--- config.mk ---
export PLATFORM = sky130hd
export DESIGN_NAME = wb_commit_queue
export DESIGN_NICKNAME = d
export VERILOG_FILES = /design/src/rtl/wb_commit_queue_pkg.sv /design/src/rtl/wb_fifo.sv /design/src/rtl/wb_commit_queue.sv
export SDC_FILE = /design/constraint.sdc
export NUM_CORES = 1
export LEC_CHECK = 0
export ABC_AREA = 0
export ABC_CLOCK_PERIOD_IN_PS = 4200
export CORE_MARGIN = 4
export CORE_UTILIZATION = 30
export CTS_CLUSTER_SIZE = 14
export DETAILED_ROUTE_END_ITERATION = 8
export GPL_TIMING_DRIVEN = 0
export HOLD_SLACK_MARGIN = 0.06
export PLACE_DENSITY = 0.62
export SLEW_MARGIN = 20
export SYNTH_ARGS = -nofsm -noshare
export SYNTH_HDL_FRONTEND = slang
export SYNTH_SLANG_ARGS = --single-unit
--- constraint.sdc ---
create_clock -name clk -period 4.2 [get_ports clk]
set_clock_uncertainty 0.05 [all_clocks]
set_input_delay 0.63 -clock clk [delete_from_list [all_inputs] [get_ports clk]]
set_output_delay 0.63 -clock clk [all_outputs]
set_load 0.01 [all_outputs]
--- src/rtl/wb_commit_queue_pkg.sv ---
// rtl/wb_commit_queue_pkg.sv - shared widths and constants for the write-back commit queue
package wb_commit_queue_pkg;

   // Default data width of a register-file write
   localparam int DATA_W_DEF = 32;
   // Default register address width (2**REG_AW registers)
   localparam int REG_AW_DEF = 5;
   // Default number of queue entries
   localparam int DEPTH_DEF  = 4;
   // Architectural zero register; writes to it are dropped before queueing
   localparam int REG_ZERO   = 0;

endpackage

--- src/rtl/wb_fifo.sv ---
// rtl/wb_fifo.sv - circular buffer with up to two pushes and one pop per cycle
module wb_fifo #(
   parameter int DEPTH  = 4,
   parameter int DATA_W = 32,
   parameter int AW     = 5
) (
   input  logic                               clk,
   input  logic                               rst,
   input  logic                               i_push0,
   input  logic [AW-1:0]                      i_dest0,
   input  logic [DATA_W-1:0]                  i_data0,
   input  logic                               i_push1,
   input  logic [AW-1:0]                      i_dest1,
   input  logic [DATA_W-1:0]                  i_data1,
   input  logic                               i_pop,
   output logic [$clog2(DEPTH+1)-1:0]         o_count,
   output logic [AW-1:0]                      o_head_dest,
   output logic [DATA_W-1:0]                  o_head_data,
   output logic [DEPTH-1:0]                   o_ent_valid,
   output logic [DEPTH-1:0][AW-1:0]           o_ent_dest
);

   localparam int PW = $clog2(DEPTH);
   localparam int CW = $clog2(DEPTH+1);

   logic [AW-1:0]     r_dest [DEPTH];
   logic [DATA_W-1:0] r_data [DEPTH];
   logic [PW-1:0]     r_head;
   logic [PW-1:0]     r_tail;
   logic [CW-1:0]     r_count;

   logic [1:0]        w_npush;
   logic [PW-1:0]     w_slot1;

   // Pointer advance that wraps at DEPTH, so non-power-of-two depths work
   function automatic logic [PW-1:0] ptr_add(input logic [PW-1:0] p, input int n);
      int s;
      s = int'(p) + n;
      if (s >= DEPTH) s = s - DEPTH;
      return s[PW-1:0];
   endfunction

   assign w_npush = {1'b0, i_push0} + {1'b0, i_push1};
   // The second write lands behind the primary when both push, else at the tail itself
   assign w_slot1 = i_push0 ? ptr_add(r_tail, 1) : r_tail;

   // Pointer/count update and entry writes; payload storage is not reset since count gates it
   always_ff @(posedge clk) begin
      if (rst) begin
         r_head  <= '0;
         r_tail  <= '0;
         r_count <= '0;
      end else begin
         if (i_push0) begin
            r_dest[r_tail] <= i_dest0;
            r_data[r_tail] <= i_data0;
         end
         if (i_push1) begin
            r_dest[w_slot1] <= i_dest1;
            r_data[w_slot1] <= i_data1;
         end
         r_tail  <= ptr_add(r_tail, int'(w_npush));
         if (i_pop) r_head <= ptr_add(r_head, 1);
         r_count <= CW'(int'(r_count) + int'(w_npush) - int'(i_pop));
      end
   end

   // Per-entry valid/dest view: an entry is live when its distance from head is below count
   always_comb begin
      int off;
      off         = 0;
      o_ent_valid = '0;
      o_ent_dest  = '0;
      for (int i = 0; i < DEPTH; i++) begin
         off = i - int'(r_head);
         if (off < 0) off = off + DEPTH;
         o_ent_valid[i] = (off < int'(r_count));
         o_ent_dest[i]  = r_dest[i];
      end
   end

   assign o_count     = r_count;
   assign o_head_dest = r_dest[r_head];
   assign o_head_data = r_data[r_head];

   a_no_overflow: assert property (@(posedge clk) disable iff (rst)
      (int'(r_count) + int'(w_npush) - int'(i_pop)) <= DEPTH);

endmodule

--- src/rtl/wb_commit_queue.sv ---
// rtl/wb_commit_queue.sv - write-back queue retiring one register write per cycle
module wb_commit_queue
   import wb_commit_queue_pkg::*;
#(
   parameter int DEPTH  = DEPTH_DEF,
   parameter int DATA_W = DATA_W_DEF,
   parameter int REG_AW = REG_AW_DEF
) (
   input  logic                   clk,
   input  logic                   rst,
   input  logic                   WB_EN_in,
   input  logic                   MEM_R_EN_in,
   input  logic [DATA_W-1:0]      ALU_Result_in,
   input  logic [DATA_W-1:0]      Mem_Data_in,
   input  logic [REG_AW-1:0]      Dest_in,
   input  logic                   Dual_EN_in,
   input  logic [REG_AW-1:0]      Dest2_in,
   input  logic [DATA_W-1:0]      Data2_in,
   output logic                   wb_stall,
   output logic                   WB_Write_Enable,
   output logic [REG_AW-1:0]      WB_Dest,
   output logic [DATA_W-1:0]      WB_Data,
   output logic [2**REG_AW-1:0]   pending_mask
);

   localparam int CW = $clog2(DEPTH+1);

   logic [CW-1:0]               w_count;
   logic [REG_AW-1:0]           w_head_dest;
   logic [DATA_W-1:0]           w_head_data;
   logic [DEPTH-1:0]            w_ent_valid;
   logic [DEPTH-1:0][REG_AW-1:0] w_ent_dest;
   logic                        w_accept;
   logic                        w_push0;
   logic                        w_push1;
   logic                        w_pop;
   logic [DATA_W-1:0]           w_data0;

   // Stall only from registered occupancy: leaves room for a two-entry push alongside a pop
   assign wb_stall = (int'(w_count) > DEPTH - 2);
   assign w_accept = !wb_stall;
   assign w_data0  = MEM_R_EN_in ? Mem_Data_in : ALU_Result_in;
   assign w_push0  = w_accept && WB_EN_in   && (Dest_in  != REG_AW'(REG_ZERO));
   assign w_push1  = w_accept && Dual_EN_in && (Dest2_in != REG_AW'(REG_ZERO));
   assign w_pop    = (w_count != '0);

   wb_fifo #(
      .DEPTH  (DEPTH),
      .DATA_W (DATA_W),
      .AW     (REG_AW)
   ) u_fifo (
      .clk         (clk),
      .rst         (rst),
      .i_push0     (w_push0),
      .i_dest0     (Dest_in),
      .i_data0     (w_data0),
      .i_push1     (w_push1),
      .i_dest1     (Dest2_in),
      .i_data1     (Data2_in),
      .i_pop       (w_pop),
      .o_count     (w_count),
      .o_head_dest (w_head_dest),
      .o_head_data (w_head_data),
      .o_ent_valid (w_ent_valid),
      .o_ent_dest  (w_ent_dest)
   );

   // Head entry drives the register-file write port; zeros when the queue is empty
   always_comb begin
      WB_Write_Enable = w_pop;
      WB_Dest         = w_pop ? w_head_dest : '0;
      WB_Data         = w_pop ? w_head_data : '0;
   end

   // Pending mask: one bit per register targeted by any live entry, head included
   always_comb begin
      pending_mask = '0;
      for (int i = 0; i < DEPTH; i++) begin
         if (w_ent_valid[i]) pending_mask[w_ent_dest[i]] = 1'b1;
      end
   end

endmodule

==> impl_metrics.yaml, run 1 <==
outcome:
  run_status: "finished clean"
synthesis:
  yosys.area.top_type_share_pct: 45.64
  async_flop_share_pct: 0
  synth.lib_cells_used.distinct: 56
  ys_dominant_reg_cell: "sky130_fd_sc_hd__edfxtp_1"
  yosys-mux-area-fraction_pct: 30.84
  yosys.area.top_type: "sky130_fd_sc_hd__edfxtp_1"
  ys.warnings.count: 0
  synth.cell_area_mm2: 0.009738
  ys_seq_elements: 157
  synth-edff-count: 148
  average_instance_area_after_synthesis_um2: 14.17
  synth_area_leaders: "sky130_fd_sc_hd__edfxtp_1 (46%), sky130_fd_sc_hd__mux2_2 (15%), sky130_fd_sc_hd__mux4_2 (8.6%), sky130_fd_sc_hd__mux2_4 (5.9%), sky130_fd_sc_hd__and2_1 (2.5%)"
  dominant_combinational_cell_family_by_area_after_synthesis: "multiplexers"
  synth_compound_gate_area_share_pct: 7.568
  synth_seq_area_share_pct: 47.49
  synth_most_common_cell: "sky130_fd_sc_hd__edfxtp_1"
  synthXorXnorAreaFrac_pct: 0.8095
  synthCells: 687
  synth.net_count: 812
  adder_and_majority_cell_fraction_of_the_synthesized_area_pct: 1.876
  synthTopCellsByCount: "sky130_fd_sc_hd__edfxtp_1 (148), sky130_fd_sc_hd__mux2_2 (131), sky130_fd_sc_hd__and2_1 (39), sky130_fd_sc_hd__mux2_4 (38), sky130_fd_sc_hd__mux4_2 (37)"
  simple_gate_share_of_the_synthesized_area_pct: 7.761
clocking:
  cts_inserted_buffers: 17
  cts.clk_slew.worst_paths_ns: 0.06
  post_cts.repair.setup_buffers: 0
  cts_tree: "built"
  clock-sinks: 157
  clockRootBuffer: "sky130_fd_sc_hd__clkbuf_16"
  htree_levels: 4
  insertion_delay_ns: 0.43
  post_cts_hold_buffer_count: 0
  cts-root-to-sink-buffers: 2
placed_design:
  half_perimeter_wire_length_after_placement_um: 20120
  placer_congestion: 0.9260
  place_worst_setup_slack_ns: 0.4433
  port_buffers: 179
die:
  die_width_um: 188.2
  fp.coreArea_mm2: 0.03180
  placement_rows: 65
  ios: 182
  fp.dieH_um: 188.2
  die-area_mm2: 0.03541
  initial_core_util_pct: 30.62
timing:
  setup_viol: 0
  drv_slew: 0
  tightestPinTransition_ns: 0.9840
  timing.max_slew.rel_slack_pct: 33.90
  rsz_0062_raised_after_global_routing: "no"
  finalWorstPathRequiredPeriod_ns: 3.950
  fin_ws_ns: 0.2500
  fin_crit_sh_pct: 94.05
  maxClockFrequency_mhz: 253.2
  finalHoldViolCount: 0
  setup_tns_ns: 0
finish:
  area_taken_by_flip_flops_and_latches_mm2: 0.004624
  areaGrowthSynthToFinish_pct: 31.63
  nFillCells: 3019
  final_net_count: 1011
  area_taken_by_multi_input_logic_gates_mm2: 0.004811
  share_of_post_route_cells_with_drive_strength_above_1_pct: 31.37
critical_path:
  cells_traversed_along_the_worst_timing_path: "inv_1 -> ha_1 -> a21boi_0 -> o21a_1 -> nor3_1 -> a22oi_1 -> o221ai_2 -> clkdlybuf4s50_1"
  timing.critical_path.buf_inv: 2
  critical_path.startpoint_type: "register"
  timing.setup.critical_path_class: "reg -> out"
  critPathArrivalTime_ns: 3.27
  worst_path_max_delay_cell: "sky130_fd_sc_hd__nor3_1"
  critical_path_s_top_delay_family: "buffers and inverters"
  cp.required_ns: 3.52
  worstPathMaxFanout: 6
  setup_crit_end_kind: "output pin"
  crit_path_max_incr_delay_ns: 0.76
drt:
  detailedRoute.firstIterationViolations: 540
  vias_per_cell: 5.125
  drtPass1Iterations: 5
  antenna_violating_nets_post_route: 0
  routedWlPerCell_um: 21.72
  wirelength_um: 29000
  drc: 0
  routed-via-count: 6842
run:
  max-cap-violations: 0
power_and_ir_drop:
  leakagePower_uw: 0.004311
  power.density_cell_area_mw_per_mm2: 582.3
  vdd_ir_drop_max_mv: 0.2760
  finalPower_uw: 7464
global_route:
  grt_max_degree: 38
  global_route.overflow_total: 0
  grt_usage_pct: 15.93
  grt_pass1_vias: 7019
  grt_pass1_wl_um: 42800
  grt_antenna_before_repair: 2
min_path:
  min_path_type: "in -> reg"
cells by family after synthesis:
group           Yosys count
compound gates           88
fa+ha+maj                14
xor+xnor                  9
mux                     217
buf+inv                  70
simple gates            132
flops                   157
path summary, 6_finish.rpt:
path	start	depth (start not counted)	slack, ns	to
min	rst	2	0.54	u_fifo.r_tail[1]$_SDFF_PP0_
max reg2reg	u_fifo.r_tail[1]$_SDFF_PP0_	9	1.24	u_fifo.r_data[3][19]$_DFFE_PP_
max	u_fifo.o_count[1]$_SDFF_PP0_	8	0.25	pending_mask[8]
min reg2reg	u_fifo.r_head[0]$_SDFFE_PP0N_	2	0.60	register
power breakdown:
group | switching, µW | internal, µW | total, µW | leakage, µW
clock | 636 | 1120 | 1750 | 0.000317
combinational | 1760 | 1730 | 3490 | 0.00257
sequential | 118 | 2100 | 2220 | 0.00142
total | 2510 | 4950 | 7460 | 0.00431
layout make-up:
type,instances,area share [%]
diodes,1,0.01952
flip-flops and latches,157,36.08
repair buffers,180,14.13
clock inverters,14,1.864
plain buffers,46,2.079
inverters,24,0.7028
multi-input cells,460,37.53
well taps,435,4.246
clock buffers,18,3.348
sequential cells by signal, summed over array words and instances, names as in the netlist, named ones only:
signal / count
u_fifo.r_head: 2
u_fifo.r_data: 128
u_fifo.r_tail: 2
u_fifo.r_dest: 20
u_fifo.o_count: 3
layer usage:
metal	global-route usage [%]	vias to the layer above	wire, µm
met5	0	-	12
met4	4.376	2	599
met3	3.444	45	1728
met2	27.60	268	14270
met1	20.15	3403	12390
li1	-	3124	-
timing repair:
| item | in CTS | in global routing |
|---|---|---|
| endpoints found under the setup margin | 6 | 2 |
| gates resized for setup | 1 | 2 |
| endpoints found under the hold margin | 0 | 0 |
placed cells by master (no fill, tap or decap), drive strengths merged, types with 5 or more instances in the layout:
cell type and instances:
a221o 16, a22oi 9, a2bb2oi 5, and2 39
buf 24, bufinv 6, clkbuf 41, clkdlybuf4s50 179
dfxtp 9, edfxtp 148, ha 13, inv 26
mux2 180, mux4 37, nand2 16, nand2b 5
nand3 6, nor2 20, nor2b 6, nor3 9
nor3b 9, o211ai 6, o221ai 14, o22ai 9
or3 5, xnor2 6
stage by stage:
stage	cells	util, %	hold WS, ns	area [µm²]
detailed placement	1302	38.15	0.5772	12130
CTS	1334	40.27	0.5277	12810
finish	1335	40.31	0.5380	12820
global placement	1301	37.97	0.5656	12070
global route	1335	40.31	0.5389	12820
floorplan	687	-	0.5301	9738
Note: power is estimated with default switching activity, not from simulation.
==> run 2, diff against run 1 <==
--- a/config.mk
+++ b/config.mk
@@ -6,9 +6,10 @@
 export NUM_CORES = 1
 export LEC_CHECK = 0
 export ABC_AREA = 0
-export ABC_CLOCK_PERIOD_IN_PS = 4200
+export ABC_CLOCK_PERIOD_IN_PS = 3700
 export CORE_MARGIN = 4
 export CORE_UTILIZATION = 30
+export CTS_CLUSTER_DIAMETER = 60
 export CTS_CLUSTER_SIZE = 14
 export DETAILED_ROUTE_END_ITERATION = 8
 export GPL_TIMING_DRIVEN = 0
==> constraint.sdc (replaced) <==
create_clock -name clk -period 3.7 [get_ports clk]
set_clock_uncertainty 0.05 [all_clocks]
set_input_delay 0.555 -clock clk [delete_from_list [all_inputs] [get_ports clk]]
set_output_delay 0.555 -clock clk [all_outputs]
set_load 0.01 [all_outputs]
==> run 2 against run 1 <==
Net effect:
- worst hold slack worse by 0.074 ns
- clock power is 14% higher
- non-clock buffer count stayed put
- setup slack worse by 0.14 ns
- critical path depth is 3 lower
- critical endpoint is now WB_Data[21]
- largest cell class unchanged
- largest power group unchanged
- combinational power is 16% higher
- sequential share of layout area is 0.24 points lower
- via count is 0.38% higher
- wire length is 0.17% higher
- critical path type unchanged
- total power is 15% higher
==> impl_metrics.yaml, run 2 (synthesized netlist as in run 1, its figures left out) <==
global_route:
  grt_max_degree: 38
  grt_usage_pct: 15.96
  grt_pass1_vias: 7040
  grt_antenna_before_repair: 2
  global_route.overflow_total: 0
  grt_pass1_wl_um: 42870
critical_path:
  setup_crit_end_kind: "output pin"
  critPathArrivalTime_ns: 2.99
  worstPathMaxFanout: 10
  timing.setup.critical_path_class: "reg -> out"
  cp.required_ns: 3.09
  launching_point_of_the_worst_reg2reg_path: "u_fifo.r_tail[1]$_SDFF_PP0_"
  setup.reg_to_reg.worst_slack_ns: 0.74
  critical_path.startpoint_type: "register"
  reg_to_reg_end: "u_fifo.r_data[3][19]$_DFFE_PP_"
  timing.reg2reg.worst_path_depth: 9
clocking:
  cts_tree: "built"
  clock-sinks: 157
  cts_inserted_buffers: 17
  clockRootBuffer: "sky130_fd_sc_hd__clkbuf_16"
  cts-root-to-sink-buffers: 2
  insertion_delay_ns: 0.42
  cts.clk_slew.worst_paths_ns: 0.07
  post_cts_hold_buffer_count: 0
  htree_levels: 4
finish:
  final_cell_count_no_fill: 1335
  largest_reg_flops: 128
  final_net_count: 1011
  final_util_pct: 40.59
  areaGrowthSynthToFinish_pct: 32.56
  layout_commonest_cell: "sky130_fd_sc_hd__clkdlybuf4s50_1"
  largest_register: "u_fifo.r_data"
  most-common-layout-cells: "sky130_fd_sc_hd__clkdlybuf4s50_1 (178), sky130_fd_sc_hd__edfxtp_1 (148), sky130_fd_sc_hd__mux2_2 (131)"
  share_of_post_route_cells_with_drive_strength_above_1_pct: 33.04
run:
  max-cap-violations: 0
min_path:
  min_path_type: "in -> reg"
  hold_path_end: "u_fifo.r_tail[1]$_SDFF_PP0_"
  min_path_cells: 2
  holdCritStartpoint: "rst"
die:
  fp.coreArea_mm2: 0.03180
  die-area_mm2: 0.03541
  placement_rows: 65
  die_width_um: 188.2
  initial_core_util_pct: 30.62
  ios: 182
  fp.dieH_um: 188.2
timing:
  fin_crit_sh_pct: 97.10
  finalWorstPathRequiredPeriod_ns: 3.593
  tightestPinTransition_ns: 0.9506
  setup_viol: 0
  timing.max_slew.rel_slack_pct: 36.63
  worst_hold_slack_ns: 0.4642
  drv_slew: 0
  finalHoldViolCount: 0
  maxClockFrequency_mhz: 278.3
  rsz_0062_raised_after_global_routing: "yes"
outcome:
  run_status: "finished clean"
drt:
  drtPass1Iterations: 5
  antenna_violating_nets_post_route: 0
  vias_per_cell: 5.145
  wirelength_um: 29050
  routedWlPerCell_um: 21.76
  routed-via-count: 6868
  detailedRoute.firstIterationViolations: 551
  drc: 0
placed_design:
  placer_congestion: 0.9260
  port_buffers: 179
  half_perimeter_wire_length_after_placement_um: 20120
  dp.cells: 1302
power_and_ir_drop:
  leakagePower_uw: 0.004356
  vdd_ir_drop_max_mv: 0.3100
  power.density_cell_area_mw_per_mm2: 662.7
==> run 2: cell count changes in the layout (fill, tap and decap cells not counted), moves of 2 or more <==
cell,previous run,this run
sky130_fd_sc_hd__o21ai_0,4,1
sky130_fd_sc_hd__o21ai_1,0,3
sky130_fd_sc_hd__nor3_1,7,5
sky130_fd_sc_hd__nor3b_2,3,0
sky130_fd_sc_hd__nor3b_4,0,3
sky130_fd_sc_hd__or3_4,0,3
sky130_fd_sc_hd__or3_1,5,2
sky130_fd_sc_hd__buf_4,2,4
==> run 2: worst max-delay path, stage by stage, from the launching register on <==
cell	delay (ns)
sky130_fd_sc_hd__dfxtp_1	0.30
sky130_fd_sc_hd__clkbuf_1	0.55
sky130_fd_sc_hd__clkbuf_1	0.60
sky130_fd_sc_hd__mux4_2	0.45
sky130_fd_sc_hd__and2_1	0.18
sky130_fd_sc_hd__clkdlybuf4s50_1	0.48
==> run 2: metal layers <==
layer,share of wire (%),vias to the layer above,track usage [%]
met5,0.041,-,0
met3,6.1,42,3.444
met2,49,289,27.64
li1,-,3122,-
met1,42,3413,20.18
met4,2.0,2,4.376
==> run 2: report_power, final <==
group | switching (µW) | internal, µW
Clock | 724 | 1270
Sequential | 139 | 2390
Combinational | 2030 | 2010
==> run 2: repair_timing <==
item                                    in CTS  in global routing
setup buffers                                2                  0
gates cloned                                 0                  0
pin swaps                                    1                  0
gates resized for setup                      8                 16
endpoints found under the setup margin      24                 38
==> run 2: area by class of cell <==
type / count / area [µm²]
fillers: 3014 / 18890
multi-input cells: 460 / 4890
flip-flops and latches: 157 / 4626
repair buffers: 182 / 1829
well taps: 435 / 544.3
clock buffers: 18 / 429.2
plain buffers: 44 / 259.0
clock inverters: 14 / 239.0
inverters: 24 / 90.09
diodes: 1 / 2.502
==> run 2: how the worst max path moves through the flow <==
stage | start | to | cells after the start
2_1_floorplan | u_fifo.r_tail[0]$_SDFF_PP0_ | u_fifo.r_data[3][0]$_DFFE_PP_ | 9
3_3_place_gp | Dest2_in[2] | u_fifo.r_data[3][8]$_DFFE_PP_ | 8
3_5_place_dp | u_fifo.r_head[0]$_SDFFE_PP0N_ | pending_mask[7] | 8
4_1_cts | u_fifo.r_head[0]$_SDFFE_PP0N_ | pending_mask[11] | 8
5_1_grt | register | WB_Data[21] | 5
6_report | register | WB_Data[21] | 5
==> run 2: metrics by stage <==
stage                     TNS (ns)  area, µm²  total power [µW]  setup slack [ns]
after global placement     -125.12      12070              6487           -0.9241
after detailed placement         0      12130              6536           0.01829
after CTS                        0      12840              8581          0.002261
after global routing       -0.1556      12910              9015          -0.03352
after floorplan                  0       9738              4834            0.7320
final                            0      12910              8555            0.1073
==> run 3, diff against run 2 <==
--- a/config.mk
+++ b/config.mk
@@ -10,10 +10,10 @@
 export CORE_MARGIN = 4
 export CORE_UTILIZATION = 30
 export CTS_CLUSTER_DIAMETER = 60
-export CTS_CLUSTER_SIZE = 14
 export DETAILED_ROUTE_END_ITERATION = 8
 export GPL_TIMING_DRIVEN = 0
 export HOLD_SLACK_MARGIN = 0.06
+export MAX_ROUTING_LAYER = met4
 export PLACE_DENSITY = 0.62
 export SLEW_MARGIN = 20
 export SYNTH_ARGS = -nofsm -noshare
==> run 3 against run 2 <==
Net effect:
- the flow now finishes with violations (DRC)
- core utilization fell by 0.33 points
- critical path depth increased by 3
- worst hold slack got worse by 0.0060 ns
- global-route usage increased by 0.67 points
- cell area shrank 0.80%
- critical endpoint is now pending_mask[24]
- highest routed layer is now met4
==> impl_metrics.yaml, run 3 (synthesized netlist as in run 1, its figures left out) <==
finish:
  largest_register: "u_fifo.r_data"
  final_net_count: 1013
  design_area_mm2: 0.01280
  share_of_post_route_cells_with_drive_strength_above_1_pct: 33.19
  most-common-layout-cells: "sky130_fd_sc_hd__clkdlybuf4s50_1 (178), sky130_fd_sc_hd__edfxtp_1 (148), sky130_fd_sc_hd__mux2_2 (131)"
  largest_reg_flops: 128
  areaGrowthSynthToFinish_pct: 31.49
  layout_commonest_cell: "sky130_fd_sc_hd__clkdlybuf4s50_1"
drt:
  wirelength_um: 29480
  routedWlPerCell_um: 22.05
  drc: 2
  drtPass1Iterations: 7
  detailedRoute.firstIterationViolations: 575
  antenna_violating_nets_post_route: 0
  vias_per_cell: 5.094
  routed-via-count: 6811
placed_design:
  placer_congestion: 0.9300
  dpl_cell_area_mm2: 0.01213
  half_perimeter_wire_length_after_placement_um: 20500
  port_buffers: 179
global_route:
  met3_usage_pct: 2.811
  grt_pass1_wl_um: 43690
  grt_pass1_vias: 7175
  grt_antenna_before_repair: 1
  met1_demand_to_capacity_share_in_global_routing_pct: 21.03
  grt_max_degree: 38
  grt_busiest_layer: "met2"
  grt_usage_pct: 16.63
  use_met2_pct: 27.76
  global_route.overflow_total: 0
power_and_ir_drop:
  cell_int_power_uw: 5295
  switching_power_uw: 2955
  netSwitchingFraction_pct: 35.82
  share_comb_of_total_power_pct: 49.4
  sequentialPowerShare_pct: 30.9
  vdd_ir_drop_max_mv: 0.3872
  power.density_cell_area_mw_per_mm2: 644.3
  leakagePower_uw: 0.004320
  clock_group_share_of_total_power_pct: 19.7
critical_path:
  critical_path.startpoint_type: "register"
  cp.required_ns: 3.09
  critPathArrivalTime_ns: 2.97
  worstPathMaxFanout: 8
  timing.setup.critical_path_class: "reg -> out"
  setup_crit_end_kind: "output pin"
min_path:
  min_path_type: "in -> reg"
clocking:
  clockRootBuffer: "sky130_fd_sc_hd__clkbuf_16"
  htree_levels: 4
  clock-sinks: 157
  cts_inserted_buffers: 17
  insertion_delay_ns: 0.42
  cts-root-to-sink-buffers: 2
  cts.clk_slew.worst_paths_ns: 0.06
  cts_tree: "built"
outcome:
  run_status: "complete, but fails checks"
  violations: "DRC"
timing:
  fin_crit_sh_pct: 96.51
  maxClockFrequency_mhz: 280.1
  drv_slew: 0
  setup_viol: 0
  finalWorstPathRequiredPeriod_ns: 3.571
  timing.max_slew.rel_slack_pct: 40.62
  worst_hold_slack_ns: 0.4582
  tightestPinTransition_ns: 0.8906
  setup_tns_ns: 0
  finalHoldViolCount: 0
die:
  initial_core_util_pct: 30.62
  placement_rows: 65
  fp.coreArea_mm2: 0.03180
  ios: 182
  fp.dieH_um: 188.2
  die-area_mm2: 0.03541
  die_width_um: 188.2
run:
  max-cap-violations: 0
-- run 3: changes by cell type in the layout (fill, tap and decap cells not counted), sizes merged --
cell	before	now
inv	26	28
buf	25	28
bufinv	6	0
clkinv	3	7
clkbuf	40	39
-- run 3: worst paths after layout --
check / start / to / slack (ns) / cells after the start
worst max-delay path: u_fifo.r_head[0]$_SDFFE_PP0N_ / pending_mask[24] / 0.13 / 8
worst min-delay path: rst / u_fifo.r_tail[1]$_SDFF_PP0_ / 0.46 / 2
worst min register to register: u_fifo.r_head[0]$_SDFFE_PP0N_ / register / 0.56 / 2
worst max register to register: u_fifo.r_tail[1]$_SDFF_PP0_ / u_fifo.r_data[2][18]$_DFFE_PP_ / 0.76 / 9
-- run 3: power groups by stage --
| stage | sequential (µW) | clock [µW] | combinational [µW] |
|---|---|---|---|
| final | 2550 | 1630 | 4070 |
| after global routing | 2590 | 1730 | 4390 |
| after CTS | 2520 | 1650 | 4070 |
| after detailed placement | 2560 | 0 | 4010 |
| after global placement | 2570 | 0 | 3930 |
| after floorplan | 2510 | 0 | 2320 |
-- run 3: per-stage QoR --
step	util (%)	worst slack, ns	power, µW	instances
2_1_floorplan	-	0.7320	4834	687
3_3_place_gp	37.97	-0.9107	6494	1301
3_5_place_dp	38.15	0.1245	6567	1302
4_1_cts	40.02	-0.004681	8242	1335
5_1_grt	40.27	-0.001313	8703	1337
6_report	40.27	0.1293	8250	1337
-- run 3: final cells by class --
type | count | area, µm²
buffer | 43 | 257.7
multi-input combinational | 460 | 4880
inverter | 24 | 90.09
antenna | 1 | 2.502
tap | 435 | 544.3
fill | 3009 | 18990
sequential | 157 | 4626
clock inverter | 14 | 111.4
clock buffer | 18 | 429.2
timing repair buffer | 185 | 1864
-- run 3: repair_timing --
| action | 4_1_cts | 5_1_grt |
|---|---|---|
| setup endpoints to repair | 30 | 46 |
| setup buffers | 2 | 3 |
| resized for setup | 11 | 14 |
| hold buffers | 0 | 0 |
| gates cloned | 0 | 0 |
| pin swaps | 1 | 3 |
| endpoints found under the hold margin | 0 | 0 |
-- run 3: worst max-delay path: stages, from the launching register on --
cell and delay (ns):
sky130_fd_sc_hd__dfxtp_2 0.39, sky130_fd_sc_hd__xor2_1 0.21, sky130_fd_sc_hd__inv_1 0.07, sky130_fd_sc_hd__ha_1 0.28
sky130_fd_sc_hd__a21oi_2 0.19, sky130_fd_sc_hd__nor2_1 0.13, sky130_fd_sc_hd__or3_4 0.43, sky130_fd_sc_hd__o221ai_1 0.25
sky130_fd_sc_hd__clkdlybuf4s50_1 0.59
-- run 3: routing by layer --
metal | wire length [µm] | vias up | part of all wire, %
met3 | 1717 | 36 | 5.8
li1 | - | 3133 | -
met5 | 0 | - | 0
met4 | 441 | 0 | 1.5
met1 | 12690 | 3393 | 43
met2 | 14630 | 249 | 50
